<file path="config.mk">
export PLATFORM = sky130hd
export DESIGN_NAME = prm_edge_query_seq
export DESIGN_NICKNAME = d
export VERILOG_FILES = /design/src/rtl/prm_edge_query_seq.sv
export SDC_FILE = /design/constraint.sdc
export NUM_CORES = 1
export LEC_CHECK = 0
export BUFFER_PORTS_ARGS = -buffer_cell sky130_fd_sc_hd__buf_2
export CAP_MARGIN = 20
export CORE_UTILIZATION = 29
export CTS_BUF_LIST = sky130_fd_sc_hd__clkbuf_4
export CTS_CLUSTER_SIZE = 10
export DETAILED_ROUTE_END_ITERATION = 10
export MAX_ROUTING_LAYER = met4
export PLACE_DENSITY = 0.45
export SYNTH_ARGS = -nofsm -noshare
export SYNTH_HDL_FRONTEND = slang
export SYNTH_SLANG_ARGS = --single-unit
</file>
<file path="constraint.sdc">
create_clock -name clk -period 1.9 [get_ports clk]
set_input_delay 0.19 -clock clk [delete_from_list [all_inputs] [get_ports clk]]
set_output_delay 0.19 -clock clk [all_outputs]
set_load 0.02 [all_outputs]
</file>
<file path="src/rtl/prm_edge_query_seq.sv">
// Query sequencer: walks the edge-code RAM, drives the obstacle checker and
// packs the returned mask bits into 32-bit words streamed over valid/ready.
module prm_edge_query_seq #(
  parameter int EDGE_AW = 10,
  parameter int CODE_W  = 15,
  parameter int WORD_W  = 32
) (
  input  logic               clk,
  input  logic               rst_n,
  input  logic               start,
  input  logic [EDGE_AW:0]   edge_cnt,
  output logic               busy,
  output logic               done,
  output logic               mem_rd_en,
  output logic [EDGE_AW-1:0] mem_addr,
  input  logic [CODE_W-1:0]  mem_rdata,
  output logic [CODE_W-1:0]  chk_code,
  input  logic               chk_mask,
  output logic               res_valid,
  input  logic               res_ready,
  output logic [WORD_W-1:0]  res_data,
  output logic               res_last
);

  localparam int BP_W = $clog2(WORD_W);
  localparam logic [EDGE_AW:0] ONE = 1;

  typedef enum logic [1:0] {IDLE, RUN, DRAIN, FLUSH} state_t;

  state_t              state_q, state_d;
  logic [EDGE_AW:0]    last_idx_q, last_idx_d;
  logic [EDGE_AW:0]    iss_q, iss_d;
  logic                rd_vld_q, rd_vld_d;
  logic [EDGE_AW:0]    rd_idx_q, rd_idx_d;
  logic                chk_vld_q, chk_vld_d;
  logic [EDGE_AW:0]    chk_idx_q, chk_idx_d;
  logic [CODE_W-1:0]   chk_code_q, chk_code_d;
  logic [WORD_W-1:0]   acc_q, acc_d;
  logic [WORD_W-1:0]   res_data_q, res_data_d;
  logic                res_valid_q, res_valid_d;
  logic                res_last_q, res_last_d;
  logic                busy_q, busy_d;
  logic                done_q, done_d;

  logic                advance, issue, sample, word_done, hs, accept;
  logic                last_sample;
  logic [BP_W-1:0]     bit_pos;
  logic [WORD_W-1:0]   word_new;

  assign advance     = !(res_valid_q && !res_ready);
  assign hs          = res_valid_q && res_ready;
  assign issue       = (state_q == RUN) && advance;
  assign sample      = chk_vld_q && advance;
  assign bit_pos     = chk_idx_q[BP_W-1:0];
  assign last_sample = sample && (chk_idx_q == last_idx_q);
  assign word_done   = sample && ((&bit_pos) || (chk_idx_q == last_idx_q));
  assign accept      = (state_q == IDLE) && start;

  // State register
  always_ff @(posedge clk or negedge rst_n) begin
    if (!rst_n) state_q <= IDLE;
    else        state_q <= state_d;
  end

  // Next-state logic
  always_comb begin
    state_d = state_q;
    unique case (state_q)
      IDLE:  if (start && (edge_cnt != '0)) state_d = RUN;
      RUN:   if (issue && (iss_q == last_idx_q)) state_d = DRAIN;
      DRAIN: if (last_sample) state_d = FLUSH;
      FLUSH: if (hs) state_d = IDLE;
      default: state_d = IDLE;
    endcase
  end

  // Output logic
  always_comb begin
    mem_rd_en = issue;
    mem_addr  = iss_q[EDGE_AW-1:0];
    chk_code  = chk_code_q;
    res_valid = res_valid_q;
    res_data  = res_data_q;
    res_last  = res_last_q;
    busy      = busy_q;
    done      = done_q;
  end

  // Pipeline, accumulator and output register
  always_comb begin
    last_idx_d  = last_idx_q;
    iss_d       = iss_q;
    rd_vld_d    = rd_vld_q;
    rd_idx_d    = rd_idx_q;
    chk_vld_d   = chk_vld_q;
    chk_idx_d   = chk_idx_q;
    chk_code_d  = chk_code_q;
    acc_d       = acc_q;
    res_data_d  = res_data_q;
    res_valid_d = res_valid_q;
    res_last_d  = res_last_q;
    word_new    = acc_q;
    word_new[bit_pos] = chk_mask;

    if (accept && (edge_cnt != '0)) begin
      last_idx_d = edge_cnt - ONE;
      iss_d      = '0;
      acc_d      = '0;
    end
    if (issue) iss_d = iss_q + ONE;
    if (advance) begin
      rd_vld_d  = issue;
      rd_idx_d  = iss_q;
      chk_vld_d = rd_vld_q;
      chk_idx_d = rd_idx_q;
      if (rd_vld_q) chk_code_d = mem_rdata;
    end
    // A word completing during a handshake overwrites the freed register directly.
    if (hs) begin
      res_valid_d = 1'b0;
      res_last_d  = 1'b0;
    end
    if (sample) begin
      acc_d = word_new;
      if (word_done) begin
        res_data_d  = word_new;
        res_valid_d = 1'b1;
        res_last_d  = (chk_idx_q == last_idx_q);
        acc_d       = '0;
      end
    end

    done_d = (accept && (edge_cnt == '0)) || ((state_q == FLUSH) && hs);
    busy_d = (state_d != IDLE) || ((state_q == FLUSH) && hs);
  end

  always_ff @(posedge clk or negedge rst_n) begin
    if (!rst_n) begin
      last_idx_q  <= '0;
      iss_q       <= '0;
      rd_vld_q    <= 1'b0;
      rd_idx_q    <= '0;
      chk_vld_q   <= 1'b0;
      chk_idx_q   <= '0;
      chk_code_q  <= '0;
      acc_q       <= '0;
      res_data_q  <= '0;
      res_valid_q <= 1'b0;
      res_last_q  <= 1'b0;
      busy_q      <= 1'b0;
      done_q      <= 1'b0;
    end else begin
      last_idx_q  <= last_idx_d;
      iss_q       <= iss_d;
      rd_vld_q    <= rd_vld_d;
      rd_idx_q    <= rd_idx_d;
      chk_vld_q   <= chk_vld_d;
      chk_idx_q   <= chk_idx_d;
      chk_code_q  <= chk_code_d;
      acc_q       <= acc_d;
      res_data_q  <= res_data_d;
      res_valid_q <= res_valid_d;
      res_last_q  <= res_last_d;
      busy_q      <= busy_d;
      done_q      <= done_d;
    end
  end

endmodule

</file>
==> summary.md <==
| Metric | Value |
|---|---|
| Outcome | finished, final reports clean |
| N_diodes | 0 |
| Synth Net Count | 635 |
| Final Net Count | 792 |
| Clock power frac | 19.8% |
| Vias | 4830 |
| Synthesis-stage register bit count | 131 |
| First-pass GRT wire length | 26000 µm |
| TritonRoute pass-1 iters | 4 |
| Sink Count | 131 |
| Initial antenna violation count | 0 |
| Fin area | 8160 µm² |
| Count of flip-flops with a built-in enable after synthesis | 0 |
| Sequential area share after synthesis | 51.8% |
| Most area-hungry cell type in the Yosys netlist | dfrtp_1 |
| Ranking of synthesized cells by area | dfrtp_1 52%, nand2_1 6.5%, mux2_2 5.3% |
| Post-synth top area share | 51.8% |
| CP max-delay cell | dfrtp_1 |
| Skew-Pair Late Insertion Delay | 0.54 ns |
| Synth Area per Inst | 10.5 µm² |
| Maximum clock frequency | 547 MHz |
| Layout cells sized above 1 | 33.7% |
| Synthesis warning total | 0 |
| Largest net degree at the start of global routing | 39 |
| Slew @ Worst Pin | 0.566 ns |
| Routability Congestion | 0.796 |
| Vias/cell | 4.62 |
| Most frequent cells in the layout | 129 x dfrtp_1, 108 x nand2_1, 90 x buf_2 |
| Startpoint Class | flop |
| Core area | 21200 µm² |
| Gr usage total | 15.6% |
| Max-slew violation count | 0 |
| Die W | 150 µm |
| Antenna-violating nets left | 0 |
| Async set-or-reset flop fraction in the synthesized netlist | 100% |
| Most common cell after layout, fill and taps aside | dfrtp_1 |
| Die area | 22400 µm² |
| Final hold viol count | 0 |
| TritonCTS Buffers | 17 |
| Switch share | 38.7% |
| DP Wirelength | 11100 µm |
| Leakage power | 4.08 nW |
| Post-Synthesis Cells | 601 |
| Crit path largest cell delay | 0.45 ns |
| GRT busiest layer | met2 |
| CTS max path bufs | 2 |
| Final min period | 1.83 ns |
| Final Util | 38.4% |
| Post-DR wirelength/cell | 15.3 µm |
| Worst path most repeated cell | buf_12 |
| Initial core utilization | 29.8% |
| Required @ worst endpoint | 2.31 ns |
| Setup Skew | 0.0230 ns |
| Worst VDD drop | 0.684 mV |
| Relative slew slack | 62.2% |
| Fillers | 2132 |
| Netlist cell types | 48 |
| Drt total wl | 16000 µm |
| I/O Pins | 93 |
| Crit-path cells | xnor2_2, nand3_2, nor4_4, o21bai_4, buf_12, buf_12, mux2i_2 |
| GRT overflow | 0 |
| Comb power frac | 42.9% |
| Die height | 150 µm |
| Pre-CTS setup slack | -0.00303 ns |
| Worst Setup End Kind | flop |
| Layout area overhead | 28.8% |
| Setup ws final | 0.0709 ns |
| Remaining routing DRC violations | 0 |
| Row Count | 53 |
| Grt met1 use | 19.5% |
| I/O Buffers | 92 |
| Pwr Density | 1410 nW/µm² |
| Synthesized area | 6330 µm² |
| Final period utilization | 96.3% |
| CTS H-tree lvls | 4 |
| Sw Pwr | 4.44 mW |
| CP max FO | 23 |
| Root Buffer | clkbuf_4 |
| M2 GR Usage | 25.6% |
| Crit path DAT | 2.24 ns |
| Max_cap viols | 0 |
| Setup TNS Final | 0 ns |
| Met3 Track Usage GR | 3.02% |
| HP Class | input pin to flop |
| Vias in the first global route | 4895 |
| Pint | 7.03 mW |
| CTS tree | built |
| DP Area | 7340 µm² |
| Setup violations, final | 0 |
| Most used DFF post-synth | dfrtp_1 |
| Clock transition at path regs | 0.11 ns |
| Critical path type | flop to flop |
| Register share of total power | 37.3% |
| 1st-iter DRT viols | 271 |
-- layer usage --
| metal | vias up | wire [µm] | part of all wire (%) |
|---|---|---|---|
| li1 | 2335 | - | - |
| met4 | 0 | 212 | 1.3 |
| met5 | - | 0 | 0 |
| met2 | 80 | 8130 | 51 |
| met1 | 2401 | 7140 | 45 |
| met3 | 14 | 547 | 3.4 |
-- sequential cells by signal, indices dropped and copies added, names as in the netlist --
| name | flops |
|---|---|
| acc_q | 32 |
| busy | 1 |
| chk_code | 15 |
| chk_idx_q | 11 |
| chk_vld_q | 1 |
| done | 1 |
| iss_q | 11 |
| last_idx_q | 11 |
| rd_idx_q | 11 |
| rd_vld_q | 1 |
| res_data | 32 |
| res_last | 1 |
| res_valid | 1 |
| state_q | 2 |
-- cells in the mapped netlist (5+ instances only) --
master     count
nand3_1       37
clkbuf_1      15
o2bb2ai_1     16
nor3_1         7
mux2_4        14
buf_6          7
o21ai_1        6
xnor2_1       15
nand2_1      110
o21ai_0       29
buf_2          7
dfrtp_1      131
mux2i_1       33
nand4_1        5
buf_4         11
mux2_2        30
nor2_1        20
xor2_1        16
inv_1         36
nor2b_1        5
-- critical path: cells and delay by family, from the launching register on --
kind / cells / cell delay, ns
muxes: 1 / 0.14
xor gates and xnor gates: 1 / 0.17
DFF: 1 / 0.45
buffers and inverters: 2 / 0.35
and+or+nand+nor: 2 / 0.47
AOI/OAI and AO/OA: 1 / 0.11
-- repair_timing --
action	CTS	global route
setup buffers	3	6
resized for setup	8	20
pin swaps	2	4
hold buffers	28	0
endpoints found under the setup margin	11	56
cloned	0	1
hold endpoints to repair	158	0
-- cell type report --
| type | instances | area (µm²) | area share, % |
|---|---|---|---|
| Clock buffer | 19 | 143 | 1.75 |
| Clock inverter | 13 | 209 | 2.56 |
| Inverter | 36 | 135 | 1.66 |
| Multi-Input combinational cell | 393 | 2760 | 33.9 |
| Sequential cell | 131 | 3280 | 40.2 |
| Tap cell | 275 | 344 | 4.22 |
| Timing Repair Buffer | 179 | 1280 | 15.7 |
-- final timing paths --
check | depth (start not counted) | from | slack (ns) | end
max in group asynchronous | 3 | rst_n | 1.17 | rd_idx_q[9]
min in group asynchronous | 2 | rst_n | 0.14 | acc_q[24]
min | 3 | edge_cnt[7] | 0.04 | last_idx_q[7]
max reg2reg | 7 | last_idx_q[0] | 0.07 | res_data[7]
max | 7 | last_idx_q[0] | 0.07 | res_data[7]
min reg2reg | 2 | rd_idx_q[0] | 0.47 | chk_idx_q[0]
-- power by group through the flow --
stage	clock (mW)	combinational (mW)	sequential, mW
finish	2.27	4.92	4.28
global placement	0	4.55	4.31
CTS	2.37	4.78	4.28
floorplan	0	2.61	4.64
detailed placement	0	4.64	4.35
global route	2.49	5.43	4.40
-- cell families (layout without fill, tap and decap cells) --
| group | Yosys count | in the layout | share of synthesized area [%] |
|---|---|---|---|
| and+or+nand+nor | 209 | 210 | 15.5 |
| xor gates and xnor gates | 33 | 33 | 4.80 |
| muxes | 77 | 77 | 13.9 |
| buffers and inverters | 78 | 247 | 6.24 |
| DFF | 131 | 131 | 51.8 |
| AOI/OAI and AO/OA | 70 | 70 | 7.19 |
| adders and majority gates | 3 | 3 | 0.593 |
-- per-stage QoR --
stage                     instances  power [mW]  hold WS [ns]
final                          1046        11.5        0.0428
after global routing           1046        12.3        0.0242
after CTS                      1039        11.4        0.0103
after detailed placement        976        8.98         0.197
after global placement          976        8.86         0.192
after floorplan                 601        7.25        -0.106
No activity file was read; power rests on OpenSTA's default activity.
